`config.mk`:
```
export PLATFORM = sky130hd
export DESIGN_NAME = pipe_hazard_ctrl
export DESIGN_NICKNAME = d
export VERILOG_FILES = /design/src/rtl/pipe_hazard_ctrl.sv
export SDC_FILE = /design/constraint.sdc
export NUM_CORES = 1
export LEC_CHECK = 0
export BUFFER_PORTS_ARGS = -buffer_cell sky130_fd_sc_hd__buf_2
export CORE_ASPECT_RATIO = 1.1
export CORE_MARGIN = 4
export CORE_UTILIZATION = 31
export CTS_BUF_LIST = sky130_fd_sc_hd__clkbuf_16
export CTS_CLUSTER_SIZE = 8
export DETAILED_ROUTE_END_ITERATION = 16
export PLACE_DENSITY_LB_ADDON = 0.2
export SYNTH_ARGS = -nofsm -noshare
export SYNTH_HDL_FRONTEND = slang
export SYNTH_SLANG_ARGS = --single-unit
```
`constraint.sdc`:
```
create_clock -name Clk -period 2 [get_ports Clk]
set_clock_uncertainty 0.1 [all_clocks]
set_input_delay 0.2 -clock Clk [delete_from_list [all_inputs] [get_ports Clk]]
set_output_delay 0.2 -clock Clk [all_outputs]
set_load 0.01 [all_outputs]
```
`src/rtl/pipe_hazard_ctrl.sv`:
```
`default_nettype none
// ============================================================================
//  Module   : pipe_hazard_ctrl
//  Brief    : Hold/flush controller for a 5-stage pipeline. It handles
//             load-use hazards, EX-resolved redirects with wrong-path squash,
//             and multi-cycle MEM accesses with a sticky wait watchdog.
//  Option   : define PIPE_CTRL_PERF_EN to add the StallCount/FlushCount
//             performance counters.
//  Revision : 1.0 - initial release
// ============================================================================
module pipe_hazard_ctrl #(
   parameter int ADDR_WIDTH   = 64,
   parameter int FLUSH_CYCLES = 2,
   parameter int MEM_TIMEOUT  = 255
) (
   input  logic                  Clk,
   input  logic                  Rst,
   input  logic                  ExJumpFlag,
   input  logic [ADDR_WIDTH-1:0] ExJumpAddr,
   input  logic [6:0]            ExOpCode,
   input  logic [4:0]            ExRdAddr,
   input  logic                  ExRdWriteEnable,
   input  logic [4:0]            IdRs1Addr,
   input  logic [4:0]            IdRs2Addr,
   input  logic                  IdRs1Read,
   input  logic                  IdRs2Read,
   input  logic                  MemReq,
   input  logic                  MemReady,
   output logic                  PcHold,
   output logic                  IfIdHold,
   output logic                  IdExHold,
   output logic                  ExMemHold,
   output logic                  IfIdFlush,
   output logic                  IdExFlush,
   output logic                  PcJumpFlag,
   output logic [ADDR_WIDTH-1:0] PcJumpAddr,
   output logic                  MemTimeout,
`ifdef PIPE_CTRL_PERF_EN
   output logic [31:0]           StallCount,
   output logic [31:0]           FlushCount,
`endif
   output logic [1:0]            CtrlState
);

   localparam int FCW = (FLUSH_CYCLES > 1) ? $clog2(FLUSH_CYCLES) : 1;
   localparam int WCW = $clog2(MEM_TIMEOUT + 1);
   localparam logic [FCW-1:0] FLUSH_INIT = FCW'(FLUSH_CYCLES - 1);
   localparam logic [WCW-1:0] WAIT_MAX   = WCW'(MEM_TIMEOUT);
   localparam logic [6:0]     OP_LOAD    = 7'b0000011;

   typedef enum logic [1:0] {
      ST_RUN      = 2'd0,
      ST_MEM_WAIT = 2'd1,
      ST_FLUSH    = 2'd2,
      ST_UNUSED   = 2'd3
   } state_e;

   state_e           state_q, state_d;
   logic [FCW-1:0]   flush_cnt_q, flush_cnt_d;
   logic [WCW-1:0]   wait_cnt_q, wait_cnt_d;
   logic             mem_timeout_q, mem_timeout_d;

   logic             mem_stall;
   logic             load_use;
   logic             pc_hold, ifid_hold, idex_hold, exmem_hold;
   logic             ifid_flush, idex_flush, jump_flag;
   logic [ADDR_WIDTH-1:0] jump_addr;

   // Hazard terms seen by every state
   always_comb begin
      mem_stall = MemReq & ~MemReady;
      load_use  = (ExOpCode == OP_LOAD) & ExRdWriteEnable & (ExRdAddr != 5'd0) &
                  ((IdRs1Read & (IdRs1Addr == ExRdAddr)) |
                   (IdRs2Read & (IdRs2Addr == ExRdAddr)));
   end

   // Next-state and control decode; a MEM_WAIT exit reuses the RUN rules so
   // a pending redirect or load-use is acted on without a lost cycle
   always_comb begin
      state_d       = state_q;
      flush_cnt_d   = flush_cnt_q;
      wait_cnt_d    = '0;
      mem_timeout_d = mem_timeout_q;
      pc_hold       = 1'b0;
      ifid_hold     = 1'b0;
      idex_hold     = 1'b0;
      exmem_hold    = 1'b0;
      ifid_flush    = 1'b0;
      idex_flush    = 1'b0;
      jump_flag     = 1'b0;
      jump_addr     = '0;

      if (mem_stall) begin
         wait_cnt_d = (wait_cnt_q >= WAIT_MAX) ? wait_cnt_q : wait_cnt_q + 1'b1;
      end

      case (state_q)
         ST_RUN, ST_MEM_WAIT: begin
            if (mem_stall) begin
               pc_hold    = 1'b1;
               ifid_hold  = 1'b1;
               idex_hold  = 1'b1;
               exmem_hold = 1'b1;
               state_d    = ST_MEM_WAIT;
            end else if (ExJumpFlag) begin
               jump_flag  = 1'b1;
               jump_addr  = ExJumpAddr;
               ifid_flush = 1'b1;
               idex_flush = 1'b1;
               if (FLUSH_CYCLES > 1) begin
                  state_d     = ST_FLUSH;
                  flush_cnt_d = FLUSH_INIT;
               end else begin
                  state_d = ST_RUN;
               end
            end else if (load_use) begin
               pc_hold    = 1'b1;
               ifid_hold  = 1'b1;
               idex_flush = 1'b1;
               state_d    = ST_RUN;
            end else begin
               state_d = ST_RUN;
            end
         end
         ST_FLUSH: begin
            if (mem_stall) begin
               pc_hold    = 1'b1;
               ifid_hold  = 1'b1;
               idex_hold  = 1'b1;
               exmem_hold = 1'b1;
            end else begin
               ifid_flush  = 1'b1;
               flush_cnt_d = flush_cnt_q - 1'b1;
               if (flush_cnt_q <= FCW'(1)) begin
                  flush_cnt_d = '0;
                  state_d     = ST_RUN;
               end
            end
         end
         default: begin
            state_d     = ST_RUN;
            flush_cnt_d = '0;
         end
      endcase

      if (mem_stall && (wait_cnt_d == WAIT_MAX)) begin
         mem_timeout_d = 1'b1;
      end
   end

   // Controller state, counters and sticky watchdog flag
   always_ff @(posedge Clk or negedge Rst) begin
      if (!Rst) begin
         state_q       <= ST_RUN;
         flush_cnt_q   <= '0;
         wait_cnt_q    <= '0;
         mem_timeout_q <= 1'b0;
      end else begin
         state_q       <= state_d;
         flush_cnt_q   <= flush_cnt_d;
         wait_cnt_q    <= wait_cnt_d;
         mem_timeout_q <= mem_timeout_d;
      end
   end

   // Controls are forced low while reset is asserted, independent of inputs
   always_comb begin
      PcHold     = Rst & pc_hold;
      IfIdHold   = Rst & ifid_hold;
      IdExHold   = Rst & idex_hold;
      ExMemHold  = Rst & exmem_hold;
      IfIdFlush  = Rst & ifid_flush;
      IdExFlush  = Rst & idex_flush;
      PcJumpFlag = Rst & jump_flag;
      PcJumpAddr = Rst ? jump_addr : '0;
      MemTimeout = mem_timeout_q;
      CtrlState  = state_q;
   end

`ifdef PIPE_CTRL_PERF_EN
   logic [31:0] stall_cnt_q, stall_cnt_d;
   logic [31:0] redirect_cnt_q, redirect_cnt_d;

   // Saturating counts of stalled cycles and accepted redirects
   always_comb begin
      stall_cnt_d    = stall_cnt_q;
      redirect_cnt_d = redirect_cnt_q;
      if (PcHold && (stall_cnt_q != 32'hFFFF_FFFF)) begin
         stall_cnt_d = stall_cnt_q + 32'd1;
      end
      if (PcJumpFlag && (redirect_cnt_q != 32'hFFFF_FFFF)) begin
         redirect_cnt_d = redirect_cnt_q + 32'd1;
      end
   end

   // Performance counter registers
   always_ff @(posedge Clk or negedge Rst) begin
      if (!Rst) begin
         stall_cnt_q    <= '0;
         redirect_cnt_q <= '0;
      end else begin
         stall_cnt_q    <= stall_cnt_d;
         redirect_cnt_q <= redirect_cnt_d;
      end
   end

   assign StallCount = stall_cnt_q;
   assign FlushCount = redirect_cnt_q;
`endif

endmodule
`default_nettype wire

```
; Word-level counts from Yosys, hierarchy flattened
; Cells that the tools add are included.
[classes]
bitwise_logic = 13
div_mod_pow = 0
mul = 0
n_reduce_logical = 7
add_sub_neg = 2
n_eq_ne = 10
mux = 30
n_lt_le_gt_ge = 2
shifts = 0
[ops]
columns = cell, n
row1 = $mux W64, 4
row2 = $mux W1, 16
row3 = $mux W8, 2
row4 = $and A1 B1 Y1, 11
row5 = $eq A5 B5 Y1, 2
row6 = $add A8 B1 Y8 const B, 1
row7 = $eq A8 B8 Y1 const B, 1
row8 = $ge A8 B8 Y1 const B, 1
row9 = $mux W2, 4
row10 = $ne A2 B2 Y1 const B, 4
row11 = $eq A7 B2 Y1 const B, 1
row12 = $pmux W1 S2, 3
row13 = $reduce_bool A5 Y1, 1
row14 = $pmux W2 S2, 1
row15 = $reduce_and A3 Y1, 1
row16 = $reduce_or A3 Y1, 1
row17 = $eq A2 B1 Y1 const B, 1
row18 = $eq A2 B2 Y1 const B, 1
row19 = $logic_not A2 Y1, 1
row20 = $reduce_and A2 Y1, 1
row21 = $reduce_or A2 Y1, 1
row22 = $le A1 B1 Y1 const B, 1
row23 = $logic_and A1 B1 Y1, 1
row24 = $not A1 Y1, 1
row25 = other kinds (2), 2
[word_totals]
input_bits = 94
register_bits = 12
out_inout_bits = 74
mem_bits_rw = 0
elab_cells = 68
mem_bits_ro = 0
latch_bits = 0
mem_count = 0

; Longest topological paths before layout
; Gate-level depths: netlist of run 1.
[logic_depth]
depth_word = 9
depth_mapped = 7

; Worst setup path after synthesis of run 1
; No wires, ideal clock.
[synth_path]
path_kind = input to output
start = input ExRdAddr[3]
end = output PcHold
n_path_buf = 1
slack_ps = 168
stages = 6
t_arrival_ps = 1532
cell_sequence = xor2_1 > nor4_1 > nand3_1 > a221o_1 > o32ai_2 > buf_4
[synth_via]
elab_chain_len = 9
elab_cells_between_ends = 13
classes_between = 2 x eq/ne / 4 x mux / 6 x bitwise / 1 x reduce/logical
[synth_rtl]
columns = element, line_no
row1 = from (decl), 21  ; input logic [4:0] ExRdAddr,
row2 = $eq A5 B5 Y1 (on tied branches), "73, 74"
row3 = $and A1 B1 Y1 (on tied branches), "73, 74"
row4 = $or A1 B1 Y1, 73  ; ((IdRs1Read & (IdRs1Addr == ExRdAddr)) |
row5 = $and A1 B1 Y1 *, 72  ; load_use = (ExOpCode == OP_LOAD) & ExRdWriteEnable & (ExRdAddr != 5'd0) &
row6 = $mux W1 * (3 in series), n/a
row7 = $pmux W1 S2 *, n/a
row8 = $and A1 B1 Y1 *, n/a
row9 = to (decl), 29  ; output logic PcHold,
; Every way passes the cells marked *; elsewhere a longest branch is shown, timed or not.

; Worst setup path after layout of run 1
[layout_path]
start = input ExRdAddr[4]
end = output PcHold
[layout_via]
elab_chain_len = 9
elab_cells_between_ends = 13
classes_between = 2 x eq/ne / 4 x mux / 6 x bitwise / 1 x reduce/logical
[layout_rtl]
columns = element, line_no
row1 = $eq A5 B5 Y1 (on tied branches), "73, 74"
row2 = $and A1 B1 Y1 (on tied branches), "73, 74"
row3 = $or A1 B1 Y1, 73
row4 = $and A1 B1 Y1 *, 72
row5 = $mux W1 *, 116  ; end else if (load_use) begin
row6 = $mux W1 *, 105  ; end else if (ExJumpFlag) begin
row7 = $mux W1 *, 99  ; if (mem_stall) begin
row8 = $pmux W1 S2 *, 97  ; case (state_q)
row9 = $and A1 B1 Y1 *, 168  ; PcHold = Rst & pc_hold;
; Marks and branches as above.

==> flow_metrics.py, run 1 <==
metrics = {
    "floorplan": {
        "core_um2": 3712,
        "die_w_um": 67.81,
        "die_y_um": 73.80,
        "ioPinCount": 168,
        "initial_utilization_pct": 32.86,
        "die-area_um2": 5004,
        "row_count": 23,
    },
    "global_routing": {
        "overflow": 0,
        "grt_pass1_vias": 1724,
        "grt_max_degree": 66,
        "antenna_found_initial": 2,
        "grt_pass1_wl_mm": 8.231,
        "grt_usage_pct": 21.67,
    },
    "worst_setup_path": {
        "critPathKind": "primary input to output port",
        "cp.arrival_ns": 1.68,
        "cp_slowest_cell": "a221o_1",
        "crit_family": "compound AO/OA/AOI/OAI gates",
        "critPathLaunchType": "primary input",
        "cp.depth": 7,
        "worstSetupEndpointType": "output port",
        "critPathMaxStageDelay_ns": 0.35,
        "crit_chain": "buf_2 -> xor2_1 -> nor4_1 -> nand3_1 -> a221o_1 -> o32ai_2 -> buf_2",
        "worstPathMaxFanout": 3,
        "cp.required_ns": 1.70,
        "reg2reg_depth": 6,
        "crit_top_cell": "buf_2",
        "critical_path_buf_inv_count": 2,
    },
    "sta": {
        "hold_viol": 0,
        "setup_viol": 0,
        "max_freq_mhz": 505.7,
        "setup_ws_ns": 0.02269,
        "rsz0062_at_grt": "yes",
        "drv_slew": 0,
        "worst_pin_slew_ns": 0.2689,
        "fin_crit_sh_pct": 98.87,
        "fin_crit_ns": 1.977,
        "relSlewSlack_pct": 81.82,
    },
    "power_and_ir_drop": {
        "pwr-share-comb_pct": 34.4,
        "p_seq_share_pct": 25.4,
        "p_int_uw": 662.2,
        "p_leak_uw": 0.001363,
        "p_sw_share_pct": 28.56,
        "power.density_nw_per_um2": 403.0,
        "clkPwrFrac_pct": 40.2,
        "power.switching_uw": 264.7,
        "peakVddDrop_uv": 267.8,
    },
    "cts": {
        "cts_htree_levels": 1,
        "cts_sinks": 11,
        "clock_path_buffers": 2,
        "clock_latency_ns": 0.24,
        "cts-root-buf": "clkbuf_16",
        "clk_pin_slew_ns": 0.04,
        "numCtsBuffers": 3,
        "cts_tree": "done",
        "postCtsSetupRepairBufs": 0,
    },
    "outcome": {
        "status": "finished clean",
    },
    "final_layout": {
        "final_area_um2": 2300,
        "mostFrequentLayoutCells": "buf_2 (163), and2_1 (64), dfrtp_1 (11), nand2_1 (8)",
        "fin_nets": 426,
        "post_route_cells_drive_above_1_share_pct": 55.76,
        "finish.utilization_pct": 61.95,
        "layoutNonFillerInstCount": 381,
        "final_common_cell": "buf_2",
        "synthToLayoutAreaGrowth_pct": 88.51,
    },
    "routing": {
        "wirelength_mm": 5.872,
        "via_per_inst": 4.577,
        "vias": 1744,
        "dr.pass1.iters": 4,
        "ant_nets": 0,
        "drtIter0Drc": 124,
        "wire_per_inst_um": 15.41,
        "route.detailed.drc": 0,
    },
    "place": {
        "pre_cts_ws_ns": 0.02491,
        "place_inst": 374,
        "dp_hpwl_mm": 4.783,
        "gp_congestion": 0.8212,
        "place_area_um2": 2125,
        "numPortBuffers": 167,
    },
    "synth": {
        "synthFlopType": "dfrtp_1",
        "syn_nets": 258,
        "syn_area_um2": 1220,
        "synth_seq_cells": 11,
        "synth_edf_count": 0,
        "yosys.area.top_type": "and2_1",
        "yosysWarnings": 0,
        "synth_top_area_share_pct": 32.82,
        "synth_cell_types": 34,
        "synthTopCellsByArea": "and2_1 (33%), dfrtp_1 (23%), xor2_1 (6.5%), clkbuf_1 (2.8%), a31oi_1 (2.6%)",
        "seq_area_frac_synth_pct": 22.56,
        "avgSynthCellArea_um2": 7.484,
        "synth_cells": 163,
        "async_flop_share_pct": 100.0,
    },
    "min_path": {
        "hold_depth": 3,
        "hold_class": "primary input to register",
    },
    "job": {
        "cap_violations": 0,
    },
}
[worst reg2reg max path: cells and delay by family, from the launching register on]
| kind | cells | cell delay (ns) |
|---|---|---|
| and+or+nand+nor | 3 | 0.57 |
| DFF | 1 | 0.40 |
| AOI/OAI and AO/OA | 2 | 0.34 |
| adders and majority gates | 1 | 0.26 |
[Yosys cell counts (all sizes together), types with 3 or more instances]
cell type,number
a211oi,3
a21oi,4
a31oi,5
and2,64
buf,3
clkbuf,9
dfrtp,11
nand2,8
nand2b,3
nand3,3
nand4,4
nor2,8
o21ai,5
xnor2,3
xor2,9
[timing repair]
item	CTS	global route
hold endpoints to repair	11	0
gates resized for setup	0	13
endpoints found under the setup margin	0	67
hold buffers	1	0
[cells by family after synthesis]
| family | count (synthesis) | synth area share [%] |
|---|---|---|
| and+or+nand+nor | 104 | 50.26 |
| AOI/OAI and AO/OA | 21 | 12.00 |
| buffers and inverters | 13 | 4.717 |
| xor gates and xnor gates | 12 | 8.616 |
| DFF | 11 | 22.56 |
| muxes | 1 | 0.8205 |
| adders and majority gates | 1 | 1.025 |
[metal layers]
layer  vias up  wire [um]  global-route usage, %
li1        875          -                      -
met1       776       2139                  25.48
met2        86       3109                  36.97
met3         5        585                  8.869
met4         2         31                  3.974
met5         -          7                      0
[power groups by stage]
stage	sequential, uW	combinational [uW]	clock (uW)
floorplan	240	119	0
global placement	238	292	0
detailed placement	238	296	0
CTS	235	299	375
global route	236	349	383
finish	235	319	373
[cell type report]
class                   instances  area, um^2
fillers                       359        1413
repair buffers                175       953.4
multi-input cells             139       923.4
flip-flops and latches         11       275.3
clock buffers                   3       75.07
well taps                      50       62.56
clock inverters                 1       3.754
inverters                       1       3.754
diodes                          1       2.502
[state kept, by name, indices dropped and copies added, names as in the netlist]
name	cells
CtrlState	2
wait_cnt_q	8
MemTimeout	1
[final timing paths]
check                               from       endpoint  slack, ns
max reg2reg                wait_cnt_q[1]     MemTimeout       0.21
max in group asynchronous            Rst   CtrlState[0]       1.24
min in group asynchronous            Rst  wait_cnt_q[0]       0.40
max                          ExRdAddr[4]         PcHold       0.02
min                           ExJumpFlag   CtrlState[1]       0.23
min reg2reg                   MemTimeout     MemTimeout       0.36
[stage by stage]
step,TNS [ns],hold slack [ns],power [uW]
finish,0,0.2295,926.9
global placement,0,0.07504,529.9
global route,-0.1797,0.2485,968.8
floorplan,0,-0.1956,358.9
detailed placement,0,0.07529,534.2
CTS,0,0.1869,908.7
Power figures use the tool's default switching activity.
==> inputs of run 2 (changes only) <==
==> constraint.sdc (replaced) <==
create_clock -name Clk -period 2 [get_ports Clk]
set_clock_uncertainty 0.1 [all_clocks]
set_input_delay 0.1 -clock Clk [delete_from_list [all_inputs] [get_ports Clk]]
set_output_delay 0.1 -clock Clk [all_outputs]
set_load 0.01 [all_outputs]
==> flow_metrics.py, run 2 (synthesis results as in run 1) <==
metrics = {
    "outcome": {
        "status": "finished clean",
    },
    "final_layout": {
        "post_route_cells_drive_above_1_share_pct": 54.43,
        "synthToLayoutAreaGrowth_pct": 80.51,
        "finish.utilization_pct": 59.32,
        "multi_input_area_um2": 889.6,
        "n_fill_cell": 351,
        "regMostFlops": "wait_cnt_q",
        "register_area_um2": 275.3,
        "largest_reg_flops": 8,
        "mostFrequentLayoutCells": "buf_2 (167), and2_1 (64), dfrtp_1 (11), xor2_1 (9), nand2_1 (8)",
        "final_common_cell": "buf_2",
        "final_area_um2": 2202,
        "fin_nets": 423,
    },
    "sta": {
        "fin_crit_sh_pct": 91.90,
        "hold_viol": 0,
        "tns_ns": 0,
        "worst_pin_slew_ns": 0.3605,
        "max_freq_mhz": 544.1,
        "setup_viol": 0,
        "fin_crit_ns": 1.838,
        "holdWs_ns": 0.08913,
        "rsz0062_at_grt": "no",
        "drv_slew": 0,
        "relSlewSlack_pct": 75.92,
    },
    "cts": {
        "cts_resized": 0,
        "cts-root-buf": "clkbuf_16",
        "postCtsSetupRepairBufs": 0,
        "cts_sinks": 11,
        "clock_path_buffers": 2,
        "cts_tree": "done",
        "clk_pin_slew_ns": 0.04,
        "cts_htree_levels": 1,
        "clock_latency_ns": 0.24,
        "numCtsBuffers": 3,
    },
    "power_and_ir_drop": {
        "p_leak_uw": 0.001325,
        "power.density_nw_per_um2": 406.8,
        "peakVddDrop_uv": 211.8,
    },
    "place": {
        "place_area_um2": 2110,
        "numPortBuffers": 167,
        "gp_congestion": 0.9431,
        "dp_hpwl_mm": 4.631,
    },
    "global_routing": {
        "gr-usage-met3_pct": 8.869,
        "grt_usage_pct": 20.64,
        "antenna_found_initial": 2,
        "grt_busiest_layer": "met2",
        "grt_pass1_vias": 1563,
        "overflow": 0,
        "grt_max_degree": 66,
        "grt.met1_usage_pct": 25.21,
        "grt_pass1_wl_mm": 7.734,
        "gr-usage-met2_pct": 34.05,
    },
    "worst_setup_path": {
        "cp.required_ns": 1.80,
        "critPathKind": "register to output port",
        "cp.arrival_ns": 1.64,
        "worstSetupEndpointType": "output port",
        "worstPathMaxFanout": 65,
        "critPathLaunchType": "register",
    },
    "floorplan": {
        "initial_utilization_pct": 32.86,
        "die_w_um": 67.81,
        "die-area_um2": 5004,
        "row_count": 23,
        "ioPinCount": 168,
        "core_um2": 3712,
        "die_y_um": 73.80,
    },
    "routing": {
        "via_per_inst": 4.421,
        "drtIter0Drc": 116,
        "wirelength_mm": 5.443,
        "dr.pass1.iters": 4,
        "vias": 1671,
        "route.detailed.drc": 0,
        "wire_per_inst_um": 14.40,
        "ant_nets": 0,
    },
    "min_path": {
        "hold_class": "primary input to register",
    },
    "job": {
        "cap_violations": 0,
    },
}
[run 2: changes by cell type in the layout (fill, tap and decap cells not counted), sizes merged]
cell / delta
buf: -2
clkinv: +1
inv: -1
clkbuf: -1
[run 2: final cells by class]
| type | instances | share of cell area (%) |
|---|---|---|
| timing repair buffer | 172 | 40.34 |
| sequential | 11 | 12.50 |
| multi-input combinational | 139 | 40.40 |
| antenna | 1 | 0.1136 |
| inverter | 1 | 0.1705 |
| tap | 50 | 2.841 |
| clock inverter | 1 | 0.2273 |
| clock buffer | 3 | 3.409 |
[run 2: per-stage QoR]
stage / setup WS (ns) / power [uW] / instances
floorplan: 0.2193 / 358.9 / 163
finish: 0.1620 / 895.8 / 378
CTS: 0.1554 / 906.6 / 377
global placement: 0.2536 / 528.4 / 372
detailed placement: 0.1967 / 529.4 / 372
global route: 0.01642 / 943.1 / 378
[run 2: metal layers]
metal	vias up	routed length [um]
li1	875	-
met1	715	2036
met2	73	2803
met3	6	559
met4	2	36
met5	-	7
[run 2: power by group]
| part | switching [uW] | internal [uW] |
|---|---|---|
| Clock | 104 | 265 |
| Sequential | 5.90 | 229 |
| Combinational | 138 | 154 |
[run 2: final timing paths]
| path | from | end | slack (ns) | depth (start not counted) |
|---|---|---|---|---|
| min in group asynchronous | Rst | wait_cnt_q[4] | 0.27 | 3 |
| setup reg to reg | wait_cnt_q[1] | MemTimeout | 0.16 | 6 |
| hold reg to reg | MemTimeout | MemTimeout | 0.36 | 1 |
| max in group asynchronous | Rst | wait_cnt_q[1] | 1.37 | 3 |
| setup / recovery | CtrlState[1] | PcJumpAddr[9] | 0.16 | 5 |
| hold / removal | ExJumpFlag | CtrlState[1] | 0.09 | 3 |
[run 2: timing repair]
| action | CTS | global route |
|---|---|---|
| setup endpoints to repair | 0 | 0 |
| endpoints found under the hold margin | 11 | 0 |
| hold buffers | 1 | 0 |
[run 2: worst max-delay path: stages (launching register included)]
cell	delay [ns]
dfrtp_1	0.42
nand2b_1	0.23
nor2_2	0.17
buf_12	0.22
and2_1	0.20
buf_2	0.14
